### config.mk
export PLATFORM = sky130hd
export DESIGN_NAME = filter2d_stream_out
export DESIGN_NICKNAME = d
export VERILOG_FILES = /design/src/rtl/filter2d_pkg.sv /design/src/rtl/px_fifo.sv /design/src/rtl/filter2d_stream_out.sv
export SDC_FILE = /design/constraint.sdc
export NUM_CORES = 1
export LEC_CHECK = 0
export ABC_AREA = 1
export BUFFER_PORTS_ARGS = -buffer_cell sky130_fd_sc_hd__buf_4
export CAP_MARGIN = 20
export CORE_MARGIN = 5
export CORE_UTILIZATION = 25
export DETAILED_ROUTE_END_ITERATION = 10
export SKIP_LAST_GASP = 1
export SLEW_MARGIN = 20
export SYNTH_ARGS = -nofsm -noshare
export SYNTH_HDL_FRONTEND = slang
export SYNTH_SLANG_ARGS = --single-unit
### constraint.sdc
create_clock -name clk -period 2.8 [get_ports clk]
set_input_delay 0.56 -clock clk [delete_from_list [all_inputs] [get_ports clk]]
set_output_delay 0.56 -clock clk [all_outputs]
set_load 0.01 [all_outputs]
### src/rtl/filter2d_pkg.sv
// Constants shared by filter2d and its stream-out stage: frame geometry, SRAM layout
// and the common FSM encoding.
package filter2d_pkg;

  localparam int WIDTH    = 256;
  localparam int ADDR_W   = 17;
  localparam int OUT_BASE = WIDTH * WIDTH;

  localparam logic [1:0] ST_IDLE  = 2'd0;
  localparam logic [1:0] ST_RUN   = 2'd1;
  localparam logic [1:0] ST_DRAIN = 2'd2;

  // One prefetched pixel with its frame markers, as held in the output FIFO.
  typedef struct packed {
    logic       sof;
    logic       eol;
    logic [7:0] data;
  } px_t;

endpackage

### src/rtl/px_fifo.sv
// Small register-based synchronous FIFO for prefetched pixels. DEPTH must be a power
// of two so the pointers wrap naturally.
module px_fifo #(
  parameter int DATA_W = 10,
  parameter int DEPTH  = 4
) (
  input  logic                     clk,
  input  logic                     reset_n,
  input  logic                     push,
  input  logic                     pop,
  input  logic [DATA_W-1:0]        din,
  output logic [DATA_W-1:0]        dout,
  output logic [$clog2(DEPTH):0]   count,
  output logic                     empty,
  output logic                     full
);

  localparam int AW = $clog2(DEPTH);
  localparam int CW = AW + 1;

  logic [DATA_W-1:0] mem [DEPTH];
  logic [AW-1:0]     wr_ptr;
  logic [AW-1:0]     rd_ptr;
  logic              do_push;
  logic              do_pop;

  assign do_push = push & ~full;
  assign do_pop  = pop & ~empty;
  assign empty   = (count == '0);
  assign full    = (count == CW'(DEPTH));
  assign dout    = mem[rd_ptr];

  always_ff @(posedge clk or negedge reset_n) begin
    if (!reset_n) begin
      for (int i = 0; i < DEPTH; i++) mem[i] <= '0;
      wr_ptr <= '0;
      rd_ptr <= '0;
      count  <= '0;
    end else begin
      if (do_push) begin
        mem[wr_ptr] <= din;
        wr_ptr      <= wr_ptr + 1'b1;
      end
      if (do_pop) rd_ptr <= rd_ptr + 1'b1;
      count <= count + CW'(do_push) - CW'(do_pop);
    end
  end

endmodule

### src/rtl/filter2d_stream_out.sv
// Reads the filtered frame back from the output region of the shared SRAM and streams
// it out as an 8-bit valid/ready pixel stream with start-of-frame and end-of-line flags.
module filter2d_stream_out
  import filter2d_pkg::*;
#(
  parameter int WIDTH      = filter2d_pkg::WIDTH,
  parameter int ADDR_W     = filter2d_pkg::ADDR_W,
  parameter int BASE       = WIDTH * WIDTH,
  parameter int FIFO_DEPTH = 4
) (
  input  logic              clk,
  input  logic              reset_n,
  input  logic              start,
  output logic              busy,
  output logic              done,
  output logic              cs,
  output logic              we,
  output logic [ADDR_W-1:0] addr,
  input  logic [7:0]        dout,
  output logic              m_valid,
  input  logic              m_ready,
  output logic [7:0]        m_data,
  output logic              m_sof,
  output logic              m_eol,
  output logic [1:0]        dbg_state
);

  localparam int XW = $clog2(WIDTH);
  localparam int CW = $clog2(FIFO_DEPTH) + 1;
  localparam logic [XW-1:0]     X_LAST  = XW'(WIDTH - 1);
  localparam logic [ADDR_W-1:0] BASE_A  = ADDR_W'(BASE);
  localparam logic [ADDR_W-1:0] WIDTH_A = ADDR_W'(WIDTH);

  logic [1:0]    state;
  logic [XW-1:0] rd_x;
  logic [XW-1:0] rd_y;
  logic          pend;
  logic          sof_d;
  logic          eol_d;
  logic          run;
  logic          last_rd;
  logic          push;
  logic          pop;
  logic          last_pop;
  logic [CW-1:0] fifo_count;
  logic          fifo_empty;
  logic          fifo_full;
  px_t           din;
  px_t           head;

  // Stream handshake: a pixel transfers on a rising clk edge where m_valid & m_ready;
  // while m_valid & ~m_ready the head word is held unchanged.
  assign run     = (state == ST_RUN);
  assign last_rd = (rd_x == X_LAST) && (rd_y == X_LAST);

  // Credit: buffered plus in-flight reads never exceed the FIFO depth, so a capture
  // always finds room.
  assign cs   = run && ((fifo_count + CW'(pend)) < CW'(FIFO_DEPTH));
  assign we   = 1'b0;
  assign addr = run ? (BASE_A + WIDTH_A * ADDR_W'(rd_y) + ADDR_W'(rd_x)) : '0;

  assign din  = '{sof: sof_d, eol: eol_d, data: dout};
  assign push = pend & ~fifo_full;
  assign pop  = m_valid & m_ready;

  // With every read issued and nothing in flight, the last buffered word is the frame's
  // final pixel.
  assign last_pop = (state == ST_DRAIN) && pop && head.eol && !pend &&
                    (fifo_count == CW'(1));

  assign m_valid   = ~fifo_empty;
  assign m_data    = head.data;
  assign m_sof     = head.sof;
  assign m_eol     = head.eol;
  assign busy      = (state != ST_IDLE);
  assign dbg_state = state;

  always_ff @(posedge clk or negedge reset_n) begin
    if (!reset_n) begin
      state <= ST_IDLE;
      rd_x  <= '0;
      rd_y  <= '0;
      pend  <= 1'b0;
      sof_d <= 1'b0;
      eol_d <= 1'b0;
      done  <= 1'b0;
    end else begin
      pend <= cs;
      done <= last_pop;
      if (cs) begin
        sof_d <= (rd_x == '0) && (rd_y == '0);
        eol_d <= (rd_x == X_LAST);
      end
      case (state)
        ST_IDLE: begin
          if (start) begin
            state <= ST_RUN;
            rd_x  <= '0;
            rd_y  <= '0;
          end
        end
        ST_RUN: begin
          if (cs) begin
            if (rd_x == X_LAST) begin
              rd_x <= '0;
              rd_y <= rd_y + 1'b1;
            end else begin
              rd_x <= rd_x + 1'b1;
            end
            if (last_rd) state <= ST_DRAIN;
          end
        end
        ST_DRAIN: begin
          if (last_pop) state <= ST_IDLE;
        end
        default: state <= ST_IDLE;
      endcase
    end
  end

  px_fifo #(
    .DATA_W(10),
    .DEPTH (FIFO_DEPTH)
  ) u_fifo (
    .clk    (clk),
    .reset_n(reset_n),
    .push   (push),
    .pop    (pop),
    .din    (din),
    .dout   (head),
    .count  (fifo_count),
    .empty  (fifo_empty),
    .full   (fifo_full)
  );

endmodule
# After elaboration in Yosys (flattened, before gate mapping)
# Index checks and enable logic that the tools add are counted.
[totals]
wordCells = 83
inputBits = 12
reg_bits = 69
out_inout_bits = 34
[op_classes]
n_reduce_logical = 18
n_lt_le_gt_ge = 4
bitwise = 8
add_sub_neg = 9
eq_ne = 11
mux = 19
[op_table]
columns = ["operator", "n"]
rows = [
  ["40-bit bitwise mux", 1],
  ["8-bit two-way mux", 5],
  ["8-bit case mux with 2 select lines", 2],
  ["10-bit two-way mux", 3],
  ["10-bit binary-select mux with 2-bit select", 1],
  ["10-bit demux with 2-bit select", 1],
  ["17-bit by 16-bit adder with 17-bit output, first input constant", 1],
  ["17-bit by 8-bit adder with 17-bit output", 1],
  ["17-bit two-way mux", 1],
  ["8-bit by 1-bit adder with 8-bit output, second input constant", 2],
  ["8-bit == test, second input constant", 2],
  ["8-bit logical NOT", 2],
  ["1-bit logical AND", 8],
  ["2-bit two-way mux", 4],
  ["4-bit AND reduction", 2],
  ["3-bit by 1-bit adder with 3-bit output", 2],
  ["3-bit >= comparator, second input constant", 2],
  ["2-bit inequality test, second input constant", 3],
  ["2-bit inverter with 3-bit output", 2],
  ["2-bit case mux with 3 select lines", 1],
  ["2-bit by 1-bit adder with 2-bit output, second input constant", 2],
  ["1-bit bitwise AND", 4],
  ["2-bit by 1-bit inequality test with 1-bit output, second input constant", 2],
  ["2-bit nonzero test", 2],
  ["12 further kinds", 13],
]

# Depth between registers and ports, before layout
# Gate-level depths: netlist of run 1.
[depth]
ltp_word = 9
ltp_mapped = 9
ltp_nobuf = 8

# Hierarchy
# From an unflattened synthesis of run 1, not the netlist that was laid out.
[unflattened]
cells_unflattened = 525
area_unflattened_um2 = 4006.3
[modules_own_cells]
columns = ["mod", "cells_per_inst", "area_each_um2", "n_inst", "seq_area_each_um2"]
rows = [
  ["px_fifo", 293, 2432.3, 1, 1176.1],
  ["filter2d_stream_out", 232, 1574.0, 1, 550.5],
]

# Worst setup path before layout of run 1
# OpenSTA, ideal clock, no wires.
[synth_timing]
path_type = "in2reg"
from = "input m_ready"
to = "register u_fifo.count[2]"
required_ns = 2.678
arrival_ns = 1.679
setup_slack_ns = 0.999
setup_ns = 0.122
n_path_buf = 0
path_stages = 6
cell_sequence = "a21boi_1 ha_1 inv_1 ha_1 fa_1 xnor2_1"
[synth_via]
elab_chain_cells = 3
[synth_rtl]
columns = ["element", "line", "source"]
rows = [
  ["from (decl)", "filter2d_stream_out.sv:21", "input logic m_ready,"],
  ["1-bit bitwise AND", "filter2d_stream_out.sv:64", "assign pop = m_valid & m_ready;"],
  ["1-bit bitwise AND", "px_fifo.sv:28", "assign do_pop = pop & ~empty;"],
  ["3-bit by 1-bit subtractor with 3-bit output", "px_fifo.sv:45", "count <= count + CW'(do_push) - CW'(do_pop);"],
  ["to (signal assigned)", "px_fifo.sv:45", ""],
  ["to (decl)", "px_fifo.sv:13", "output logic [$clog2(DEPTH):0] count,"],
]
# No other way between the ends.
# A chain may end at the register's enable or synchronous reset.

# Final worst setup path of run 1
[layout_timing]
from = "register state[1], in the netlist dbg_state[1]"
to = "output addr[14]"
[layout_via]
elab_chain_cells = 2
[layout_rtl]
columns = ["element", "line", "source"]
rows = [
  ["from (decl)", "filter2d_stream_out.sv:34", "logic [1:0] state;"],
  ["from (signal assigned)", "filter2d_stream_out.sv:80", "state <= ST_IDLE;"],
  ["from (signal assigned)", "filter2d_stream_out.sv:97", "state <= ST_RUN;"],
  ["from (signal assigned)", "filter2d_stream_out.sv:110", "if (last_rd) state <= ST_DRAIN;"],
  ["2-bit by 1-bit == test with 1-bit output", "filter2d_stream_out.sv:53", "assign run = (state == ST_RUN);"],
  ["17-bit two-way mux", "filter2d_stream_out.sv:60", "assign addr = run ? (BASE_A + WIDTH_A * ADDR_W'(rd_y) + ADDR_W'(rd_x)) : '0;"],
  ["to (decl)", "filter2d_stream_out.sv:18", "output logic [ADDR_W-1:0] addr,"],
]
# No other way between the ends.

==> results of run 1 <==
-- worst max-delay path, cell delays in order (launching register included) --
cell and delay [ns]:
dfrtp_1 0.47, nor2_8 0.34, inv_1 0.28, nor2_1 0.18, buf_4 0.14
-- through the flow --
stage          setup WS [ns]  utilization [%]  power, µW  hold slack (ns)
2_1_floorplan          0.999                -       2990            0.264
3_3_place_gp           0.851             29.0       3600            0.463
3_5_place_dp           0.797             29.0       3670            0.473
4_1_cts                0.469             31.3       4850            0.389
5_1_grt                0.336             31.3       5200            0.441
6_report               0.491             31.3       4800            0.336
-- area by class of cell --
cell class	count	area share (%)
sequential	69	39.5
clock inverter	6	1.63
clock buffer	10	5.46
multi-input combinational	313	36.0
tap	180	5.15
inverter	53	4.55
timing repair buffer	45	7.73
-- routing by layer --
metal	wire length [µm]	GRT usage, %	vias to the layer above
li1	-	-	1532
met1	4060	14.5	1422
met2	3760	16.1	75
met3	569	3.52	9
met4	109	3.61	0
met5	0	0	-
-- logic make-up (layout without fill, tap and decap cells) --
group / Yosys count / after routing / share of synthesized area [%]
AO/OA/AOI/OAI: 91 / 91 / 14.0
XOR/XNOR: 4 / 4 / 0.972
adder cells (fa/ha/maj): 11 / 11 / 4.03
buffers and inverters: 73 / 114 / 8.40
flip-flops: 69 / 69 / 47.9
other: 1 / 1 / 0.104
AND/OR/NAND/NOR: 206 / 206 / 24.6
-- power groups by stage --
| stage | Clock (µW) | Sequential (µW) | Combinational, µW |
|---|---|---|---|
| floorplan | 0 | 1580 | 1410 |
| global placement | 0 | 1640 | 1960 |
| detailed placement | 0 | 1660 | 2010 |
| CTS | 1200 | 1640 | 2020 |
| global route | 1240 | 1700 | 2270 |
| finish | 1170 | 1640 | 1990 |
-- Yosys cell counts --
cell type / n
fa_1: 1
nand3_2: 1
nand2_4: 2
buf_4: 2
buf_2: 11
a21oi_1: 3
o22ai_1: 9
nand3b_1: 3
dfrtp_1: 69
nand3_1: 16
conb_1: 1
nand2_1: 117
nor2_8: 1
buf_6: 1
nor3_1: 1
a21boi_1: 1
o21ai_1: 7
nand2_2: 1
nor2_1: 52
or2_2: 2
xor2_1: 3
nand3_4: 1
nor4_1: 1
inv_2: 2
o21ai_2: 9
ha_1: 10
o21ai_0: 62
nand4_1: 8
clkbuf_1: 6
xnor2_1: 1
inv_1: 51
-- registers in the layout, indices dropped and copies added (netlist names) --
register and flops:
rd_y 8, pend 1, dbg_state 2, done 1, u_fifo.mem 40, u_fifo.wr_ptr 2
u_fifo.count 3, eol_d 1, u_fifo.rd_ptr 2, sof_d 1, rd_x 8
-- final timing paths --
path / from / endpoint / slack (ns) / cells past startpoint
setup / recovery: dbg_state[1] / addr[14] / 0.49 / 4
hold / removal: reset_n / u_fifo.mem[4] / 0.34 / 1
setup reg to reg: u_fifo.count[1] / u_fifo.count[2] / 0.84 / 7
hold reg to reg: u_fifo.mem[26] / u_fifo.mem[26] / 0.48 / 2
max in group asynchronous: reset_n / rd_x[4] / 1.86 / 1
min in group clk: u_fifo.mem[26] / u_fifo.mem[26] / 0.48 / 2
==> impl_metrics.json, run 1 <==
{
  "slew_violations": 0,
  "die_y_um": 130,
  "final_common_cell": "nand2_1",
  "power.switching_uw": 1950,
  "synth_area_leader_cell": "dfrtp_1",
  "cp_max_fo": 19,
  "syn-cell-area_mm2": 0.00360,
  "synth_cell_types": 31,
  "max_slew.worst_pin.slew_ns": 0.895,
  "crit_type": "register to output port",
  "crit_arrival_ns": 1.75,
  "io_pins": 46,
  "cts_buffer_depth": 2,
  "clk_latency_ns": 0.33,
  "drive_gt1_share_pct": 16.1,
  "hold_viol": 0,
  "syn2layout_area_growth_pct": 21.4,
  "synth_warnings": 0,
  "comb_power_share_pct": 41.5,
  "antennaDiodeCount": 0,
  "pwr-share-clk_pct": 24.3,
  "status": "complete, no violations",
  "root_buffer": "clkbuf_16",
  "maxCapViolations": 0,
  "grt_start_max_net_pins": 70,
  "hp-class": "input pin to asynchronous set/reset pin",
  "synth_top_area_share_pct": 47.9,
  "drt_first_pass_iters": 4,
  "wl_per_cell_um": 12.6,
  "p_int_uw": 2840,
  "multi_input_area_mm2": 0.00157,
  "seqCellArea_mm2": 0.00173,
  "rsz0062_at_grt": "false",
  "grt_pass1_wl_um": 14600,
  "ys_top_cells_by_area": "dfrtp_1 48%, nand2_1 12%, o21ai_0 8.6%",
  "place_area_mm2": 0.00406,
  "fin_crit_sh_pct": 82.5,
  "ys_ff_latch": 69,
  "grt_pass1_vias": 3059,
  "cts.htree.levels": 3,
  "die_area_mm2": 0.0169,
  "cts_tree": "yes",
  "grt_antenna_before_repair": 0,
  "dp_cells": 660,
  "io_buffers": 44,
  "cp-start-kind": "register",
  "final_cell_mix": "117 x nand2_1, 69 x dfrtp_1, 62 x o21ai_0, 52 x nor2_1, 51 x inv_1",
  "gp_congestion": 0.821,
  "slew_headroom_pct": 40.3,
  "num_vias": 3038,
  "cts_resized": 0,
  "vias_per_cell": 4.49,
  "cts_made_buffers": 9,
  "nets": 514,
  "p_seq_share_pct": 34.2,
  "grt.overflow.total": 0,
  "crit_path_end_kind": "output port",
  "ctsHoldBuffers": 0,
  "syn_inst": 455,
  "p_sw_share_pct": 40.7,
  "stdcell_count": 676,
  "final_area_mm2": 0.00437,
  "die_x_um": 130,
  "post_cts_buffers": 0,
  "peakVddDrop_mv": 0.387,
  "start_util_pct": 25.8,
  "n_fill_cell": 1482,
  "avgSynthCellArea_um2": 7.92,
  "p_leak_uw": 0.00212,
  "setup_viol": 0,
  "synth_nets": 478,
  "fin_crit_ns": 2.31,
  "drc": 0,
  "synth_seq_area_share_pct": 47.9,
  "rows": 43,
  "max_freq_ghz": 0.433,
  "finClkSkew_ns": 0.00285,
  "groute.usage.overall_pct": 10.7,
  "drt_iter0_drc": 163,
  "p_per_area_mw_per_mm2": 1100,
  "clk_pin_slew_ns": 0.06,
  "hpwl_um": 5790,
  "ant_nets": 0,
  "cp.required_ns": 2.24,
  "wirelength_um": 8510,
  "core_mm2": 0.0140,
  "cts.sinks": 69,
  "setup_tns_ns": 0
}
Note: power is estimated with default switching activity, not from simulation.
==> inputs of run 2 (changes only) <==
Settings changed: ABC_AREA 1 to 0.
Clock period 2.8 ns to 2.4 ns, I/O delays scaled along.
==> run 2 against run 1 <==
  * Worst hold slack worse by 0.084 ns
  * Critical path type unchanged
  * Clock power up 19%
  * Critical endpoint is now m_data[4]
  * Worst setup slack worse by 0.34 ns
==> impl_metrics.json, run 2 <==
{
  "crit_path_end_kind": "output port",
  "synth_top_area_share_pct": 49.0,
  "ys_ff_latch": 69,
  "hold_viol": 0,
  "nets": 357,
  "top_regs": "u_fifo.mem: 40 flops, rd_x: 8 flops, rd_y: 8 flops",
  "ant_nets": 0,
  "grt_antenna_before_repair": 0,
  "hp-class": "input pin to asynchronous set/reset pin",
  "finClkSkew_ns": 0.00525,
  "antennaDiodeCount": 0,
  "largest_reg_flops": 40,
  "drc": 0,
  "max_slew.worst_pin.slew_ns": 0.893,
  "syn_inst": 286,
  "max_freq_ghz": 0.446,
  "final_common_cell": "dfrtp_1",
  "cp.required_ns": 1.92,
  "cts_buffer_depth": 2,
  "gp_congestion": 0.764,
  "crit_arrival_ns": 1.76,
  "p_leak_uw": 0.00199,
  "cts.htree.levels": 3,
  "io_pins": 46,
  "p_per_area_mw_per_mm2": 776,
  "top_register": "u_fifo.mem",
  "peakVddDrop_mv": 0.359,
  "num_vias": 2375,
  "hold_ws_ns": 0.253,
  "cts_made_buffers": 9,
  "synth_seq_area_share_pct": 49.0,
  "setup_viol": 0,
  "synth.most_common_cell": "dfrtp_1",
  "synth_edf_count": 0,
  "grt_pass1_vias": 2566,
  "rsz0062_at_grt": "false",
  "cts_tree": "yes",
  "synth_cell_types": 53,
  "core_mm2": 0.0138,
  "groute.usage.overall_pct": 10.1,
  "die_area_mm2": 0.0166,
  "wirelength_um": 7720,
  "status": "complete, no violations",
  "cp_max_fo": 9,
  "grt_start_max_net_pins": 70,
  "drt_iter0_drc": 112,
  "avgSynthCellArea_um2": 12.3,
  "syn2layout_area_growth_pct": 23.7,
  "wl_per_cell_um": 14.9,
  "clk_pin_slew_ns": 0.06,
  "drt_first_pass_iters": 4,
  "final_cell_mix": "69 x dfrtp_1, 47 x buf_4, 38 x mux2_2, 18 x nand2_1, 16 x inv_1",
  "fin_crit_sh_pct": 93.5,
  "slew_violations": 0,
  "final_area_mm2": 0.00436,
  "synth_common_cells": "69 x dfrtp_1, 38 x mux2_2, 18 x nand2_1, 16 x inv_1",
  "die_y_um": 129,
  "synth_warnings": 0,
  "ctsHoldBuffers": 0,
  "clk_latency_ns": 0.33,
  "io_buffers": 44,
  "place_area_mm2": 0.00404,
  "cp-start-kind": "register",
  "vias_per_cell": 4.58,
  "maxCapViolations": 0,
  "async_reset_ff_share_pct": 100,
  "grt.overflow.total": 0,
  "syn-cell-area_mm2": 0.00352,
  "drive_gt1_share_pct": 37.6,
  "synth_area_leader_cell": "dfrtp_1",
  "cts.sinks": 69,
  "post_cts_buffers": 0,
  "crit_type": "register to output port",
  "grt_pass1_wl_um": 13100,
  "slew_headroom_pct": 40.5,
  "post-route-util_pct": 31.5,
  "rows": 43,
  "ys_top_cells_by_area": "dfrtp_1 49%, mux2_2 12%, mux4_2 6.4%",
  "synth_nets": 309,
  "root_buffer": "clkbuf_16",
  "die_x_um": 129,
  "fin_crit_ns": 2.24,
  "cts_resized": 0,
  "hpwl_um": 5520,
  "start_util_pct": 25.5,
  "setup_tns_ns": 0,
  "synth_top_flop_cell": "dfrtp_1"
}
## run 2: report_power, final
group | switching, µW | total (µW) | internal (µW)
Clock | 489 | 1390 | 902
Combinational | 293 | 653 | 360
Sequential | 97.6 | 1340 | 1240
Total | 880 | 3380 | 2500
## run 2: per-stage QoR
step / setup WS [ns] / cells / total power [µW]
global placement: 0.332 / 503 / 2000
finish: 0.156 / 518 / 3380
detailed placement: 0.267 / 503 / 2030
floorplan: 0.184 / 286 / 1750
global route: 0.0333 / 518 / 3560
CTS: 0.118 / 518 / 3450
## run 2: cells by family (layout without fill, tap and decap cells)
family	Yosys count	in the layout	share of synthesized area [%]
DFF	69	69	49.0
and+or+nand+nor	82	82	13.1
xor gates and xnor gates	6	6	1.49
muxes	57	57	21.5
adders and majority gates	11	11	4.12
AOI/OAI and AO/OA	32	32	7.07
buffers and inverters	28	80	3.52
other	1	1	0.107
## run 2: worst paths after layout
check	from	slack [ns]	end	cells after the start
max	u_fifo.rd_ptr[0]	0.16	m_data[4]	3
min	reset_n	0.25	rd_x[2]	1
max reg2reg	u_fifo.count[0]	0.28	u_fifo.count[2]	7
min reg2reg	u_fifo.mem[24]	0.49	u_fifo.mem[24]	1
max in group asynchronous	reset_n	1.55	u_fifo.wr_ptr[0]	1
min in group clk	start	0.39	dbg_state[0]	2
## run 2: cell type report
cell class	count	area, µm²
fillers	1397	9470
flip-flops and latches	69	1730
multi-input cells	189	1670
repair buffers	47	353
clock buffers	9	225
well taps	180	225
clock inverters	6	88.8
inverters	18	67.6
## run 2: worst max-delay path: stages, from the launching register on
cell     delay (ns)
dfrtp_1        0.46
buf_4          0.27
mux4_2         0.54
buf_4          0.16
## run 2: layer usage
metal	routed length, µm	vias to the layer above	global-route usage [%]
met2	3580	64	15.3
met1	3540	1188	13.3
met5	0	-	0
met3	490	10	3.99
met4	106	0	2.90
li1	-	1113	-
